===== src/rtl/datapath_seq.sv =====
// datapath_seq: register file + ALU + MAR/MBR datapath that runs one command
// (ALU, LOAD, STORE, NOP) per valid/ready handshake and sequences external
// memory over a req/ack handshake, retiring each command with a done pulse.
// Optional build macro: DATAPATH_SEQ_STICKY_FLAGS_EN (ALU flags accumulate
// until flag_clr instead of being overwritten by every ALU op).
//
// state | meaning
// IDLE  | ready for a command; done pulses here after a retire
// EXEC  | ALU result written, or MAR/MBR_out set up for memory
// MEM   | mem_req held high until mem_ack
// WB    | LOAD data moved from MBR_in into the register file
module datapath_seq #(
    parameter int N    = 8,
    parameter int NREG = 4,
    parameter int AW   = 8,
    localparam int RA  = $clog2(NREG)
) (
    input  logic          clk,
    input  logic          reset_n,
    input  logic          cmd_valid,
    output logic          cmd_ready,
    input  logic [1:0]    cmd_op,
    input  logic [RA-1:0] cmd_rd,
    input  logic [RA-1:0] cmd_ra,
    input  logic [RA-1:0] cmd_rb,
    input  logic [1:0]    cmd_func,
    input  logic          cmd_comp,
    input  logic          cmd_ci,
    output logic          done,
    output logic          mem_req,
    output logic          mem_we,
    output logic [AW-1:0] mem_addr,
    output logic [N-1:0]  mem_wdata,
    input  logic [N-1:0]  mem_rdata,
    input  logic          mem_ack,
    input  logic          flag_clr,
    output logic          alu_so,
    output logic          alu_uo,
    input  logic [RA-1:0] dbg_sel,
    output logic [N-1:0]  dbg_data
);
    typedef enum logic [1:0] {IDLE, EXEC, MEM, WB} state_t;

    localparam logic [1:0] OP_ALU   = 2'b00;
    localparam logic [1:0] OP_LOAD  = 2'b01;
    localparam logic [1:0] OP_STORE = 2'b10;

    state_t        state, state_nx;
    logic [N-1:0]  regs [NREG];
    logic [N-1:0]  mar, mbr_out, mbr_in;
    logic [1:0]    op_q, func_q;
    logic [RA-1:0] rd_q, ra_q, rb_q;
    logic          comp_q, ci_q;
    logic          done_q, so_q, uo_q;

    logic          accept, alu_wr, load_addr, store_setup, load_cap, wb_wr, retire;
    logic [N-1:0]  a, b, q;
    logic [N:0]    sum;
    logic          so_n, uo_n;

    // ALU on the latched command; operands are read before the write edge
    always_comb begin
        a    = regs[ra_q];
        b    = comp_q ? ~regs[rb_q] : regs[rb_q];
        sum  = {1'b0, a} + {1'b0, b} + {{N{1'b0}}, ci_q};
        q    = sum[N-1:0];
        so_n = 1'b0;
        uo_n = 1'b0;
        case (func_q)
            2'b00: q = a & b;
            2'b01: q = a | b;
            2'b10: q = a ^ b;
            default: begin
                uo_n = sum[N] ^ comp_q;
                so_n = (a[N-1] == b[N-1]) && (sum[N-1] != a[N-1]);
            end
        endcase
    end

    // State register
    always_ff @(posedge clk or negedge reset_n) begin
        if (!reset_n) state <= IDLE;
        else          state <= state_nx;
    end

    // Next-state logic and per-state datapath strobes
    always_comb begin
        state_nx    = state;
        accept      = 1'b0;
        alu_wr      = 1'b0;
        load_addr   = 1'b0;
        store_setup = 1'b0;
        load_cap    = 1'b0;
        wb_wr       = 1'b0;
        retire      = 1'b0;
        case (state)
            IDLE: begin
                if (cmd_valid) begin
                    accept   = 1'b1;
                    state_nx = EXEC;
                end
            end
            EXEC: begin
                case (op_q)
                    OP_ALU: begin
                        alu_wr   = 1'b1;
                        retire   = 1'b1;
                        state_nx = IDLE;
                    end
                    OP_LOAD: begin
                        load_addr = 1'b1;
                        state_nx  = MEM;
                    end
                    OP_STORE: begin
                        store_setup = 1'b1;
                        state_nx    = MEM;
                    end
                    default: begin
                        retire   = 1'b1;
                        state_nx = IDLE;
                    end
                endcase
            end
            MEM: begin
                if (mem_ack) begin
                    if (op_q == OP_LOAD) begin
                        load_cap = 1'b1;
                        state_nx = WB;
                    end else begin
                        retire   = 1'b1;
                        state_nx = IDLE;
                    end
                end
            end
            WB: begin
                wb_wr    = 1'b1;
                retire   = 1'b1;
                state_nx = IDLE;
            end
            default: state_nx = IDLE;
        endcase
    end

    // Command latch, register file, MAR/MBR, flags and the done pulse
    always_ff @(posedge clk or negedge reset_n) begin
        if (!reset_n) begin
            for (int i = 0; i < NREG; i++) regs[i] <= '0;
            mar     <= '0;
            mbr_out <= '0;
            mbr_in  <= '0;
            op_q    <= '0;
            func_q  <= '0;
            rd_q    <= '0;
            ra_q    <= '0;
            rb_q    <= '0;
            comp_q  <= 1'b0;
            ci_q    <= 1'b0;
            so_q    <= 1'b0;
            uo_q    <= 1'b0;
            done_q  <= 1'b0;
        end else begin
            done_q <= retire;
            if (accept) begin
                op_q   <= cmd_op;
                rd_q   <= cmd_rd;
                ra_q   <= cmd_ra;
                rb_q   <= cmd_rb;
                func_q <= cmd_func;
                comp_q <= cmd_comp;
                ci_q   <= cmd_ci;
            end
            if (alu_wr)     regs[rd_q] <= q;
            else if (wb_wr) regs[rd_q] <= mbr_in;
            if (load_addr) mar <= q;
            if (store_setup) begin
                mar     <= regs[ra_q];
                mbr_out <= regs[rb_q];
            end
            if (load_cap) mbr_in <= mem_rdata;
            // flag_clr wins over an ALU update on the same edge
            if (flag_clr) begin
                so_q <= 1'b0;
                uo_q <= 1'b0;
            end else if (alu_wr) begin
`ifdef DATAPATH_SEQ_STICKY_FLAGS_EN
                so_q <= so_q | so_n;
                uo_q <= uo_q | uo_n;
`else
                so_q <= so_n;
                uo_q <= uo_n;
`endif
            end
        end
    end

    assign cmd_ready = (state == IDLE);
    assign mem_req   = (state == MEM);
    assign mem_we    = (state == MEM) && (op_q == OP_STORE);
    assign mem_addr  = mar[AW-1:0];
    assign mem_wdata = mbr_out;
    assign done      = done_q;
    assign alu_so    = so_q;
    assign alu_uo    = uo_q;
    assign dbg_data  = regs[dbg_sel];
endmodule


===== config.mk =====
export PLATFORM = sky130hd
export DESIGN_NAME = datapath_seq
export DESIGN_NICKNAME = d
export VERILOG_FILES = /design/src/rtl/datapath_seq.sv
export SDC_FILE = /design/constraint.sdc
export NUM_CORES = 1
export LEC_CHECK = 0
export CORE_MARGIN = 3
export CORE_UTILIZATION = 35
export DETAILED_ROUTE_END_ITERATION = 7
export PLACE_DENSITY = 0.63
export SETUP_SLACK_MARGIN = 0.5
export SYNTH_ARGS = -nofsm -noshare
export SYNTH_HDL_FRONTEND = slang
export SYNTH_SLANG_ARGS = --single-unit

===== constraint.sdc =====
create_clock -name clk -period 6.45 [get_ports clk]
set_clock_uncertainty 0.1 [all_clocks]
set_input_delay 1.29 -clock clk [delete_from_list [all_inputs] [get_ports clk]]
set_output_delay 1.29 -clock clk [all_outputs]
set_load 0.01 [all_outputs]

==> results of run 1 <==
==> critical path, cell delays in order <==
cell and delay, ps:
clkdlybuf4s50_1 830, mux4_2 610, clkdlybuf4s50_1 500
==> Yosys cell counts, types with 2 or more instances <==
cell	number	area share, %
a211oi_1	5	0.82
a21oi_1	24	2.6
a31oi_1	13	1.8
and2_1	3	0.41
and3_1	2	0.27
and3b_1	3	0.57
buf_2	10	1.1
buf_4	5	0.82
buf_6	3	0.74
clkbuf_1	10	0.82
dfrtp_1	73	40
fa_1	2	0.87
ha_1	19	5.2
inv_1	29	2.4
mux2_2	28	6.9
mux2i_1	3	0.65
mux4_2	27	13
nand2_1	45	3.7
nand2b_1	3	0.41
nand3_1	7	0.76
nand3b_1	4	0.65
nor2_1	31	2.5
nor2b_1	3	0.41
nor3_1	5	0.55
nor4_1	2	0.27
o21ai_0	18	2.0
o21ai_1	11	1.2
o221ai_1	4	0.76
o22ai_1	5	0.68
or3_1	3	0.41
xor2_1	10	1.9
==> stage by stage <==
step                      area [sq um]  hold slack [ps]  total power [W]  utilization [%]
after floorplan                   4590              374          0.00223                -
after global placement            5200              385          0.00275             40.9
after detailed placement          5200              384          0.00281             40.9
after CTS                         5480              407          0.00330             43.1
after global routing              5480              426          0.00355             43.1
final                             5480              404          0.00328             43.1
==> metal layers <==
layer  vias to the layer above  global-route usage, %  share of wire [%]
met5                         -                      0                  0
met4                         0                   6.94                2.2
met3                        20                   4.35                5.8
met2                       121                   28.5                 49
met1                      1789                   23.0                 42
li1                       1644                      -                  -
==> kinds of logic (layout without fill, tap and decap cells) <==
group | after synthesis | after routing
flip-flops | 73 | 73
XOR/XNOR | 10 | 10
adder cells (fa/ha/maj) | 21 | 21
buffers and inverters | 58 | 101
multiplexers | 59 | 59
AO/OA/AOI/OAI | 95 | 95
AND/OR/NAND/NOR | 117 | 117
==> state kept, by name, summed over array words and instances, names as in the netlist, 8 cells and up <==
| name | cells |
|---|---|
| regs | 32 |
| mbr_in | 8 |
| mem_addr | 8 |
| mem_wdata | 8 |
==> area by class of cell <==
| type | instances | area (sq um) | area share (%) |
|---|---|---|---|
| multi-input cells | 302 | 2490 | 45.4 |
| clock inverters | 4 | 28.8 | 0.525 |
| repair buffers | 57 | 563 | 10.3 |
| well taps | 172 | 215 | 3.92 |
| clock buffers | 11 | 253 | 4.61 |
| flip-flops and latches | 73 | 1830 | 33.3 |
| inverters | 29 | 109 | 1.98 |
==> report_power, final <==
part | internal [W] | switching, W
Sequential | 0.000651 | 0.000271
Combinational | 0.000867 | 0.00102
Clock | 0.000279 | 0.000195
==> layout by cell type, fill, tap and decap left out, types with 4 or more instances in the layout <==
cell	n
nand2_1	45
nor3_1	5
nand3b_1	4
mux4_2	27
o21ai_0	18
clkdlybuf4s50_1	55
clkbuf_16	9
nand3_1	7
ha_1	19
dfrtp_1	73
a31oi_1	13
mux2_2	28
nor2_1	31
xor2_1	10
o21ai_1	11
a211oi_1	5
o221ai_1	4
inv_1	29
a21oi_1	24
o22ai_1	5
==> final timing paths <==
| path | startpoint | to | cells after the start |
|---|---|---|---|
| setup / recovery | dbg_sel[0] | dbg_data[7] | 3 |
| hold / removal | mem_wdata[7]$_DFFE_PN0P_ | mem_wdata[7]$_DFFE_PN0P_ | 1 |
| setup reg to reg | rb_q[0]$_DFFE_PN0P_ | regs[28]$_DFFE_PN0P_ | 10 |
| hold reg to reg | mem_wdata[7]$_DFFE_PN0P_ | mem_wdata[7]$_DFFE_PN0P_ | 1 |
| max in group asynchronous | reset_n | rd_q[1]$_DFFE_PN0P_ | 2 |
| min in group asynchronous | reset_n | ci_q$_DFFE_PN0P_ | 2 |
==> metrics.txt, run 1 <==
status complete, no violations; mean area per synthesized cell 10.6 sq um; fraction of layout cells with a size suffix above 1 16.6%; clock root buffer clkbuf_16; DR pass1 iterations 4; first-pass GRT wire length 19700 um; setup TNS 0 ps; GR Overflow Total 0; VDD IR-drop max 0.217 mV; Post-DP HPWL 9160 um; Mapped Area 4590 sq um; final setup vio count 0; via/cell ratio 5.52; Leak Pwr 2.33 nW; 1st-iter DRT viols 290; Finished Layout Cells 648; Worst-path clk slew 50 ps; area of the die 14500 sq um; gpl congestion 0.846; CTS tree yes; CP startpoint kind input port; #FFs+latches synth 73; vias in the first global route 3615; xor and xnor area share after synthesis 1.91%; post-synth cell types 54; cells after synthesis 433; Post-CTS Hold Fix Bufs 0; Fmax 217 MHz; syn nets 481; relative slew slack 38.1%; crit path max fanout 8; clk_lat worst skew 340 ps; initial antenna violation count 0; DP Worst Slack 1790 ps; Worst Tran Pin Value 928 ps; register area share after synthesis 39.8%; DRC violations left 0; ys flop type dfrtp_1; die height 120 um; Synth Area in Compound Gates 13.0%; CTS Buf Count 9; Final min period 4620 ps; Min-Delay Path Class flip-flop to flip-flop; post-synthesis mux area share 21.0%; CTS max path bufs 2; CP Capture Type output port; ys async rst share 100%; ant diodes 0; H-tree depth 3; period utilization 71.6%; critical path class input port to output port; Post-DRT Antenna Nets 0; Port Buffers 56; largest net degree at the start of global routing 74; Clock Sinks 73; Final Worst Setup Slack 1830 ps; Worst EP required 5060 ps; placed cells 633; Wirelength per Cell 18.6 um; RSZ-0062 raised after global routing false; Simple-Gate Fraction of Synth Area 12.2%; Power Density 598 nW/um^2; Final Max Tran Viols 0; Final Hold Fails 0; critical path arrival 3230 ps; DRT Wirelength 12100 um; Initial Utilization 36.1%; Core Footprint 12700 sq um; main combinational cell family by area after synthesis multiplexers; Syn. warnings 0; Synth Area in Adders 6.06%; number of synthesized flops with an enable pin 0; register-to-register setup slack 2680 ps; All-Layer GR Usage 17.7%; Nets 520; num rows 41; I/O Pins 57; Area Growth Syn to Fin 19.6%; die boundary width 120 um; Filler Cells Inserted 1225; # Max-Cap Violations 0; Vias 3574; PostCTS Resize Cnt 0; buffer count from post-CTS setup fixing 0
(Power assumes the default switching activity.)
==> run 2: changes to the inputs <==
Clock period 6.45 ns to 4.8 ns, I/O delays scaled along.
==> run 2 against run 1 <==
Power is 34% higher. Clock power increased by 30%. Final cell count up 0.15%. Setup slack got worse by 1000 ps. Utilization is essentially flat. Global-route usage shrank 0.051 points. Final area about the same. Routed wire length is 1.5% higher. Worst hold slack got worse by 12 ps. Critical path depth stayed put.
==> metrics.txt, run 2 (synthesized netlist as in run 1, its figures left out) <==
Final Max Tran Viols 0; PostCTS Resize Cnt 0; H-tree depth 3; CP cell instances clkdlybuf4s50_1 -> mux4_2 -> clkdlybuf4s50_1; DRC violations left 0; Nets 522; slowest CP cell clkdlybuf4s50_1; CTS Buf Count 9; Post-CTS Hold Fix Bufs 0; 1st-iter DRT viols 262; FF-to-FF Start rb_q[0]$_DFFE_PN0P_; Filler Cells Inserted 1265; Hold Startpoint mem_wdata[7]$_DFFE_PN0P_; Finished Cell Area 5480 sq um; Wirelength per Cell 18.9 um; FF-to-FF End regs[18]$_DFFE_PN0P_; ant diodes 0; buffer count from post-CTS setup fixing 0; vias in the first global route 3502; relative slew slack 41.9%; via/cell ratio 5.45; DRT Wirelength 12300 um; period utilization 82.7%; first-pass GRT wire length 19700 um; VDD IR-drop max 0.256 mV; largest net degree at the start of global routing 38; die boundary width 120 um; CTS tree yes; Port Buffers 56; Setup crit end dbg_data[4]; CTS max path bufs 2; Crit. Startpoint dbg_sel[0]; die height 120 um; Bufs and invs on worst path 2; gpl congestion 0.860; status complete, no violations; Worst path most repeated cell clkdlybuf4s50_1; Vias 3534; Post-DRT Antenna Nets 0; CP startpoint kind input port; DR pass1 iterations 5; WHS 392 ps; # Max-Cap Violations 0; setup TNS 0 ps; commonest non-fill, non-tap cell in the layout dfrtp_1; Top delay family on crit path buffers and inverters; Post-DP HPWL 9230 um; CP Capture Type output port; Area Growth Syn to Fin 19.4%; critical path class input port to output port; final setup vio count 0; RSZ-0062 raised after global routing false; Power Density 805 nW/um^2; Worst-path clk slew 60 ps; Biggest register regs; Final Worst Setup Slack 831 ps; Leak Pwr 2.34 nW; Min-Delay Path Class flip-flop to flip-flop; fraction of layout cells with a size suffix above 1 16.6%; clock root buffer clkbuf_16; Initial Utilization 36.1%; area of the die 14500 sq um; Worst path max stage delay 850 ps; Area after DPL 5220 sq um; Worst EP required 3740 ps; GR Overflow Total 0; All-Layer GR Usage 17.6%; crit path max fanout 8; critical path depth 3; Core Footprint 12700 sq um; critical path arrival 2910 ps; Worst Tran Pin Value 872 ps; Largest register FFs 32; Final Hold Fails 0; Worst Reg-to-Reg Cells 10; DP Worst Slack 775 ps; Fmax 252 MHz; register-to-register setup slack 1340 ps; I/O Pins 57; Clock Sinks 73; Final min period 3970 ps; num rows 41; commonest cells after routing, fill and taps aside dfrtp_1 (73), clkdlybuf4s50_1 (55), nand2_1 (45), nor2_1 (31), inv_1 (29); power consumption 0.00441 W; initial antenna violation count 0; clk_lat worst skew 340 ps
-- run 2: final cells by class --
cell class / count / area (sq um) / share of cell area [%]
inverter: 29 / 109 / 1.99
multi-input combinational: 302 / 2490 / 45.4
clock buffer: 11 / 243 / 4.43
sequential: 73 / 1830 / 33.3
timing repair buffer: 59 / 578 / 10.6
clock inverter: 3 / 18.8 / 0.343
tap: 172 / 215 / 3.93
-- run 2: worst min path at each step --
| stage | to | depth (start not counted) |
|---|---|---|
| floorplan | regs[9]$_DFFE_PN0P_ | 2 |
| global placement | mem_wdata[7]$_DFFE_PN0P_ | 1 |
| detailed placement | mem_wdata[7]$_DFFE_PN0P_ | 1 |
| CTS | mem_wdata[7]$_DFFE_PN0P_ | 1 |
| global route | mem_wdata[3]$_DFFE_PN0P_ | 1 |
| finish | mem_wdata[7]$_DFFE_PN0P_ | 1 |
-- run 2: stage by stage --
stage / utilization, % / cells
after floorplan: - / 433
after global placement: 41.0 / 635
after detailed placement: 41.0 / 635
after CTS: 43.1 / 649
after global routing: 43.1 / 649
final: 43.1 / 649
-- run 2: per-layer routing --
metal,global-route usage (%),vias up,wire length (um)
met5,0,-,0
met4,8.07,0,406
met3,4.44,23,805
met2,26.7,128,5680
met1,23.8,1730,5370
li1,-,1653,-
-- run 2: power by group --
group / switching (W) / internal [W]
combinational: 0.00142 / 0.00117
clock: 0.000257 / 0.000357
sequential: 0.000330 / 0.000876
total: 0.00200 / 0.00241
==> run 3: changes to the inputs <==
Settings changed: PLACE_DENSITY 0.63 to 0.65.
Clock period 4.8 ns to 3.35 ns, I/O delays scaled along.
==> run 3 against run 2 <==
Sequential share of layout area fell by 2.8 points. Sequential power rose by 43%. Largest power group unchanged. Final area rose by 9.2%. Utilization rose by 4.0 points. Critical path type is now flip-flop to flip-flop. Via count rose by 6.0%. Critical path depth rose by 6. Setup slack got worse by 580 ps.
==> metrics.txt, run 3 (synthesized netlist as in run 1, its figures left out) <==
CTS tree yes; Worst Tran Pin Value 814 ps; DRT met1 WL 5390 um; Wirelength per Cell 19.4 um; VDD IR-drop max 0.537 mV; H-tree depth 3; CP startpoint kind flip-flop; relative slew slack 45.7%; largest net degree at the start of global routing 31; routed length on met2 6410 um; register-to-register setup slack 250 ps; Fmax 322 MHz; setup TNS 0 ps; Biggest register regs; Clock Sinks 73; num rows 41; CP Capture Type flip-flop; Vias 3747; critical path arrival 3280 ps; Worst-path clk slew 60 ps; area of the die 14500 sq um; Top delay family on crit path multiplexers; Final Worst Setup Slack 246 ps; first-pass GRT wire length 20800 um; Post-DRT Antenna Nets 0; Min-Delay Path Class input port to async pin; 1st-iter DRT viols 253; ant diodes 0; DRT Wirelength 13000 um; Post-DP HPWL 9700 um; Largest register FFs 32; Bufs and invs on worst path 1; Port Buffers 56; via/cell ratio 5.58; Core Footprint 12700 sq um; GR Overflow Total 0; clk_lat worst skew 350 ps; crit path max fanout 4; period utilization 92.6%; Worst Reg-to-Reg Cells 9; die boundary width 120 um; # Max-Cap Violations 0; FF-to-FF End regs[25]$_DFFE_PN0P_; Final Max Tran Viols 0; RSZ-0062 raised after global routing true; Top Metal Used met4; commonest cells after routing, fill and taps aside dfrtp_1 (73), clkdlybuf4s50_1 (48), nand2_1 (43), nor2_1 (30), mux4_2 (27); DP Worst Slack 120 ps; Initial Utilization 36.1%; Final min period 3100 ps; Finished Cell Area 5980 sq um; CP cell instances mux4_2 -> xor2_4 -> fa_2 -> inv_2 -> fa_1 -> mux4_2 -> o21ai_4 -> nand2_1 -> nand2_1; All-Layer GR Usage 18.7%; status complete, no violations; slowest CP cell mux4_2; Area after DPL 5330 sq um; clock root buffer clkbuf_16; DRC violations left 0; gpl congestion 0.976; Area Growth Syn to Fin 30.4%; die height 120 um; critical path class flip-flop to flip-flop; Nets 543; commonest non-fill, non-tap cell in the layout dfrtp_1; DR pass1 iterations 5; Leak Pwr 2.52 nW; vias in the first global route 3840; Final Hold Fails 0; initial antenna violation count 0; utilization after layout 47.0%; met3 WL post-DR 868 um; FF-to-FF Start rb_q[0]$_DFFE_PN0P_; Worst EP required 3530 ps; Power Density 1260 nW/um^2; CTS Buf Count 9; final setup vio count 0; Worst path max stage delay 580 ps; I/O Pins 57; fraction of layout cells with a size suffix above 1 27.4%; CTS max path bufs 2
run 3: cell count changes in the layout (fill, tap and decap cells not counted), moves of 4 or more:
cell / before / now
buf_4: 3 / 21
xor2_1: 10 / 4
ha_1: 19 / 13
dlygate4sd2_1: 0 / 5
a21oi_2: 1 / 5
xor2_2: 0 / 5
clkdlybuf4s50_1: 55 / 48
ha_4: 0 / 5
a21oi_1: 24 / 19
run 3: worst max path at each step:
| stage | start | end | slack, ps | cells after the start |
|---|---|---|---|---|
| 3_5_place_dp | rb_q[0]$_DFFE_PN0P_ | regs[21]$_DFFE_PN0P_ | 120 | 10 |
| 3_3_place_gp | dbg_sel[0] | dbg_data[4] | 220 | 4 |
| 6_report | rb_q[0]$_DFFE_PN0P_ | regs[25]$_DFFE_PN0P_ | 250 | 9 |
| 2_1_floorplan | rb_q[0]$_DFFE_PN0P_ | regs[17]$_DFFE_PN0P_ | 380 | 10 |
| 5_1_grt | rb_q[0]$_DFFE_PN0P_ | regs[13]$_DFFE_PN0P_ | 150 | 10 |
| 4_1_cts | rb_q[0]$_DFFE_PN0P_ | regs[25]$_DFFE_PN0P_ | 260 | 9 |
run 3: worst reg2reg max path, cell delays in order, from the launching register on:
cell,delay [ps]
dfrtp_1,380
mux4_2,580
xor2_4,190
fa_2,390
inv_2,60
fa_1,410
mux4_2,570
o21ai_4,210
nand2_1,80
nand2_1,70
run 3: where the power goes:
group,switching [W],internal (W),total [W]
Sequential,0.000475,0.00126,0.00173
Combinational,0.00251,0.00228,0.00479
Clock,0.000364,0.000637,0.00100
run 3: metal layers:
metal,up-vias,global-route usage (%)
met2,151,30.0
met3,26,3.27
met4,0,8.36
met1,1878,24.8
met5,-,0
li1,1692,-
run 3: layout make-up:
cell class / count / area (sq um)
multi-input cells: 302 / 2770
inverters: 29 / 109
flip-flops and latches: 73 / 1830
fillers: 1188 / 6740
clock inverters: 2 / 35.0
repair buffers: 80 / 751
well taps: 172 / 215
clock buffers: 14 / 274
run 3: repair_timing:
action / 4_1_cts / 5_1_grt
setup endpoints to repair: 49 / 39
hold buffers: 0 / 0
hold endpoints to repair: 0 / 0
setup buffers: 7 / 4
gates resized for setup: 43 / 16
pin swaps: 16 / 5
run 3: stage by stage:
step / cells / power (W) / hold slack (ps)
final: 672 / 0.00752 / 270
after global routing: 672 / 0.00800 / 319
after CTS: 668 / 0.00716 / 281
after detailed placement: 645 / 0.00557 / 387
after global placement: 645 / 0.00546 / 381
after floorplan: 433 / 0.00435 / 274
==> RTL change 1, RTL diff (settings of run 2) <==
Change the parameter `NREG` from 4 to 8.
--- a/src/rtl/datapath_seq.sv
+++ b/src/rtl/datapath_seq.sv
@@ -11,7 +11,7 @@
 // WB    | LOAD data moved from MBR_in into the register file
 module datapath_seq #(
     parameter int N    = 8,
-    parameter int NREG = 4,
+    parameter int NREG = 8,
     parameter int AW   = 8,
     localparam int RA  = $clog2(NREG)
 ) (
Interface: changed (resized cmd_ra, cmd_rb, cmd_rd and dbg_sel); port bits go from 57 to 61. The function was not compared with the original's and may differ.
==> RTL change 1 against run 2 <==
- design area increased by 44%
- sequential cell count increased by 35
- setup slack got worse by 0.18 ns
- wire length increased by 49%
- hold slack got worse by 0.0054 ns
- non-clock buffer count increased by 10
- area after synthesis increased by 48%
- power increased by 41%
- core utilization decreased by 1.2 points
- combinational power increased by 41%
- sequential power increased by 48%
- highest routed layer unchanged
==> RTL change 1: results (changes against run 2) <==
| Quantity | This run | Unit | Change |
|:---|:---|:---|:---|
| Weighted congestion reported at the end of routability-driven placement | 0.9422 | - | +9.6% |
| Relative area of non-clock buffer cells in the final design | 8.438 | % | -2.1 points |
| Met2 layer usage reported by global route | 28.62 | % | +2.0 points |
| Arrival time at the worst endpoint | 3.09 | ns | +0.18 ns |
| Post-Route M1 WL | 7847 | µm | +46% |
| Proportion of cell area spent on the clock network | 3.997 | % | -0.78 points |
| Pin slew with the least headroom to its limit | 1.085 | ns | +0.2136 ns |
| Sequential portion of the cell area | 34.26 | % | +0.92 points |
| Port-buffer cells | 60 | - | +7.1% |
| Vias after detailed routing | 5,122 | - | +45% |
| Met2 routed WL | 8742 | µm | +54% |
| Total Nets Final | 691 | - | +32% |
| Worst-case vdd ir drop | 341.6 | µV | +34% |
| Sum of met3 wire segment lengths after detailed routing | 1329 | µm | +65% |
| Top cells by count, synth | 108 x dfrtp_1, 54 x nand2_1, 47 x mux2_2 | - |  |
| Routed wire length per instance | 20.20 | µm | +6.9% |
| Inverters | 28 | - | -3.4% |
| Nonclk buf count | 69 | - | +17% |
| R2r endpoint | regs[47] | - |  |
| Cell types with the largest area share after synthesis | dfrtp_1 40%, mux4_2 10%, mux2_2 7.8% | - |  |
| Critical-path cell with the highest stage delay | mux4_2 | - |  |
| Global-route wire length before repair | 29,610 | µm | +51% |
| Global routing met1 resource utilization | 23.88 | % | +0.027 points |
| Overall fraction of global-route tracks in use | 17.64 | % | +0.022 points |
| Hold Startpoint | mem_wdata[5] | - |  |
| Register area share after synthesis | 39.90 | % | +0.079 points |
| Internal reg-to-reg setup slack | 0.72 | ns | -0.62 ns |
| Switching power summed over all nets | 2.798 | mW | +40% |
| Run status | completed | - |  |
| Max incr delay on CP | 0.55 | ns | -0.30 ns |
| Via count of the first global-routing pass | 5,256 | - | +50% |
| Hold-critical path endpoint | mem_wdata[5] | - |  |
| GRT met3 Usage | 4.497 | % | +0.054 points |
| Worst-path fanout max | 16 | - | +8 |
| Pin count of the biggest net entering global routing | 41 | - | +7.9% |
| Initial DRC count | 489 | - | +87% |
| Final HPWL DP | 13,610 | µm | +48% |
| Critical R2R Launch | ra_q[0] | - |  |
-- RTL change 1: changes by cell type in the layout (fill, tap and decap cells not counted), sizes merged, moves of 8 or more --
cell	change
xor2	-8
nor2	+19
o31ai	+8
mux4	+23
mux2	+18
dfrtp	+35
mux2i	+14
nand2	+9
o21ai	+9
xnor2	+10
-- RTL change 1: stage by stage --
stage	instance area [µm²]	worst slack (ns)	power [mW]	util [%]	instances
floorplan	6773	1.323	4.384	-	594
global placement	7566	0.6634	5.278	40.18	887
detailed placement	7566	0.6414	5.398	40.18	887
CTS	7881	0.6477	6.215	41.85	903
global route	7889	0.5058	6.731	41.89	903
finish	7889	0.6501	6.229	41.89	903
-- RTL change 1: power by group through the flow --
stage                     logic, mW  registers (mW)  clock network [mW]
after detailed placement       3.60            1.80                   0
final                          3.65            1.79               0.792
after global routing           4.03            1.85               0.852
after global placement         3.51            1.77                   0
after CTS                      3.62            1.78               0.814
after floorplan                2.85            1.54                   0
-- RTL change 1: worst max-delay path, delay by kind of cell --
kind     cells  cell delay [ns]
buf+inv      3             1.26
mux          2             0.86
-- RTL change 1: cells by family (layout without fill, tap and decap cells) --
group | after synthesis | after routing | synth area share, %
muxes | 114 | 114 | 28.23
xor gates and xnor gates | 12 | 12 | 1.552
adders and majority gates | 22 | 22 | 4.286
buffers and inverters | 64 | 113 | 4.471
and+or+nand+nor | 156 | 156 | 10.81
AOI/OAI and AO/OA | 118 | 118 | 10.75
DFF | 108 | 108 | 39.90
-- RTL change 1: what timing repair did --
action	4_1_cts	5_1_grt
gates resized for setup	0	1
hold endpoints to repair	0	0
setup endpoints to repair	0	5
==> RTL change 2, RTL diff (flow settings as in run 2) <==
Without the edit above. Put a register stage on the output `dbg_data`, with the module's reset. The value now appears one clock later. The other outputs are not delayed to match.
--- a/src/rtl/datapath_seq.sv
+++ b/src/rtl/datapath_seq.sv
@@ -201,6 +201,12 @@
     assign done      = done_q;
     assign alu_so    = so_q;
     assign alu_uo    = uo_q;
-    assign dbg_data  = regs[dbg_sel];
+    always_ff @(posedge clk or negedge reset_n) begin
+        if (!reset_n) begin
+            dbg_data <= '0;
+        end else begin
+            dbg_data <= regs[dbg_sel];
+        end
+    end
 endmodule
 
Behaviour: not the same (a bounded check fails within 4 cycles, from zero or initial values and one cycle with reset_n low).
==> RTL change 2 against run 2 <==
- final cell count is 2.2% lower
- synthesized cell count is 3.2% lower
- wire length is 3.2% lower
- sequential power is 8% higher
- count of clock-buffer cells in the layout is 1 lower
- maximum frequency is 10% higher
- sequential cell count is 8 higher
- largest cell class unchanged
- setup slack better by 0.37 ns
- non-clock buffer count is 3 lower
- design area is 2.9% higher
- power is 2.2% higher
- core utilization is 0.73 points higher
- area after synthesis is 2.8% higher
==> RTL change 2: results (changes against run 2) <==
| Quantity | This run | Unit | Change |
|:---|:---|:---|:---|
| Ratio of cells with drive above 1 in the final layout | 19.65 | % | +3.1 points |
| Switching power summed over all nets | 1.959 | mW | -2.2% |
| Initial DRC count | 235 | - | -10% |
| Number of fillers in the final layout | 1,202 | - | -5.0% |
| Register area share after synthesis | 42.98 | % | +3.2 points |
| Pin count of the biggest net entering global routing | 82 | - | +120% |
| Worst-path fanout max | 9 | - | +1 |
| Relative area of non-clock buffer cells in the final design | 9.896 | % | -0.65 points |
| Routed vias/inst | 5.357 | - | -1.6% |
| Clkbuf count | 10 | - | -1 |
| CTS sink count | 81 | - | +11% |
| Critical-path cell with the highest stage delay | dfrtp_1 | - |  |
| Arrival time at the worst endpoint | 3.73 | ns | +0.82 ns |
| Die extent in x | 122.1 | µm | +1.3% |
| Routed wire length | 11,860 | µm | -3.2% |
| Overall fraction of global-route tracks in use | 17.05 | % | -0.57 points |
| Sequential portion of the cell area | 35.94 | % | +2.6 points |
| Fraction of area in multi-input gates | 43.64 | % | -1.8 points |
| Number of distinct standard cells referenced by the synthesized netlist | 52 | - | -3.7% |
| Detailed Routing Iterations Pass 1 | 6 | - | +1 |
| Top cell family by delay on the critical path | multiplexers | - |  |
| Proportion of cell area spent on the clock network | 5.037 | % | +0.26 points |
| Leak pwr | 2.437 | nW | +4.3% |
| Area growth, synth to finish | 19.58 | % |  |
| Multi-In Gates | 287 | - | -5.0% |
| Worst rel slew slack | 31.66 | % | -10 points |
| Max incr delay on CP | 0.66 | ns | -0.19 ns |
| Post-placement setup slack | 1.225 | ns | +0.4506 ns |
| Run status | completed | - |  |
| Via count of the first global-routing pass | 3,374 | - | -3.7% |
| Worst-case vdd ir drop | 284.8 | µV | +11% |
-- RTL change 2: cells by family after synthesis --
group | share of synthesized area [%]
AND/OR/NAND/NOR | 10.03
AO/OA/AOI/OAI | 12.26
flip-flops | 42.98
multiplexers | 21.62
buffers and inverters | 4.829
adder cells (fa/ha/maj) | 5.890
XOR/XNOR | 2.388
-- RTL change 2: path summary, 6_finish.rpt --
check	from	to	slack [ns]	cells past startpoint
setup / recovery	rb_q[0]	regs[10]	1.20	10
hold / removal	mbr_in[7]	mbr_in[7]	0.41	1
setup reg to reg	rb_q[0]	regs[10]	1.20	10
hold reg to reg	mbr_in[7]	mbr_in[7]	0.41	1
max in group asynchronous	reset_n	dbg_data[4]	3.25	1
min in group asynchronous	reset_n	mbr_in[2]	0.68	1
-- RTL change 2: power by group through the flow --
stage / logic, mW / registers, mW / clock network [mW]
2_1_floorplan: 1.90 / 1.17 / 0
6_report: 2.52 / 1.31 / 0.675
3_5_place_dp: 2.50 / 1.33 / 0
3_3_place_gp: 2.44 / 1.31 / 0
5_1_grt: 2.75 / 1.37 / 0.718
4_1_cts: 2.51 / 1.32 / 0.695
-- RTL change 2: routing by layer --
metal,global-route usage [%],routed length (µm),vias up,share of wire [%]
met5,0,0,-,0
met4,6.718,234,0,2.0
met3,3.250,767,15,6.5
met2,26.93,5756,109,49
met1,23.30,5103,1692,43
li1,-,-,1586,-
-- RTL change 2: per-stage QoR --
step | hold slack [ns] | total power [mW] | std cells
floorplan | 0.3700 | 3.067 | 419
global placement | 0.3939 | 3.752 | 621
detailed placement | 0.4013 | 3.832 | 621
CTS | 0.4151 | 4.525 | 635
global route | 0.4271 | 4.843 | 635
finish | 0.4133 | 4.506 | 635
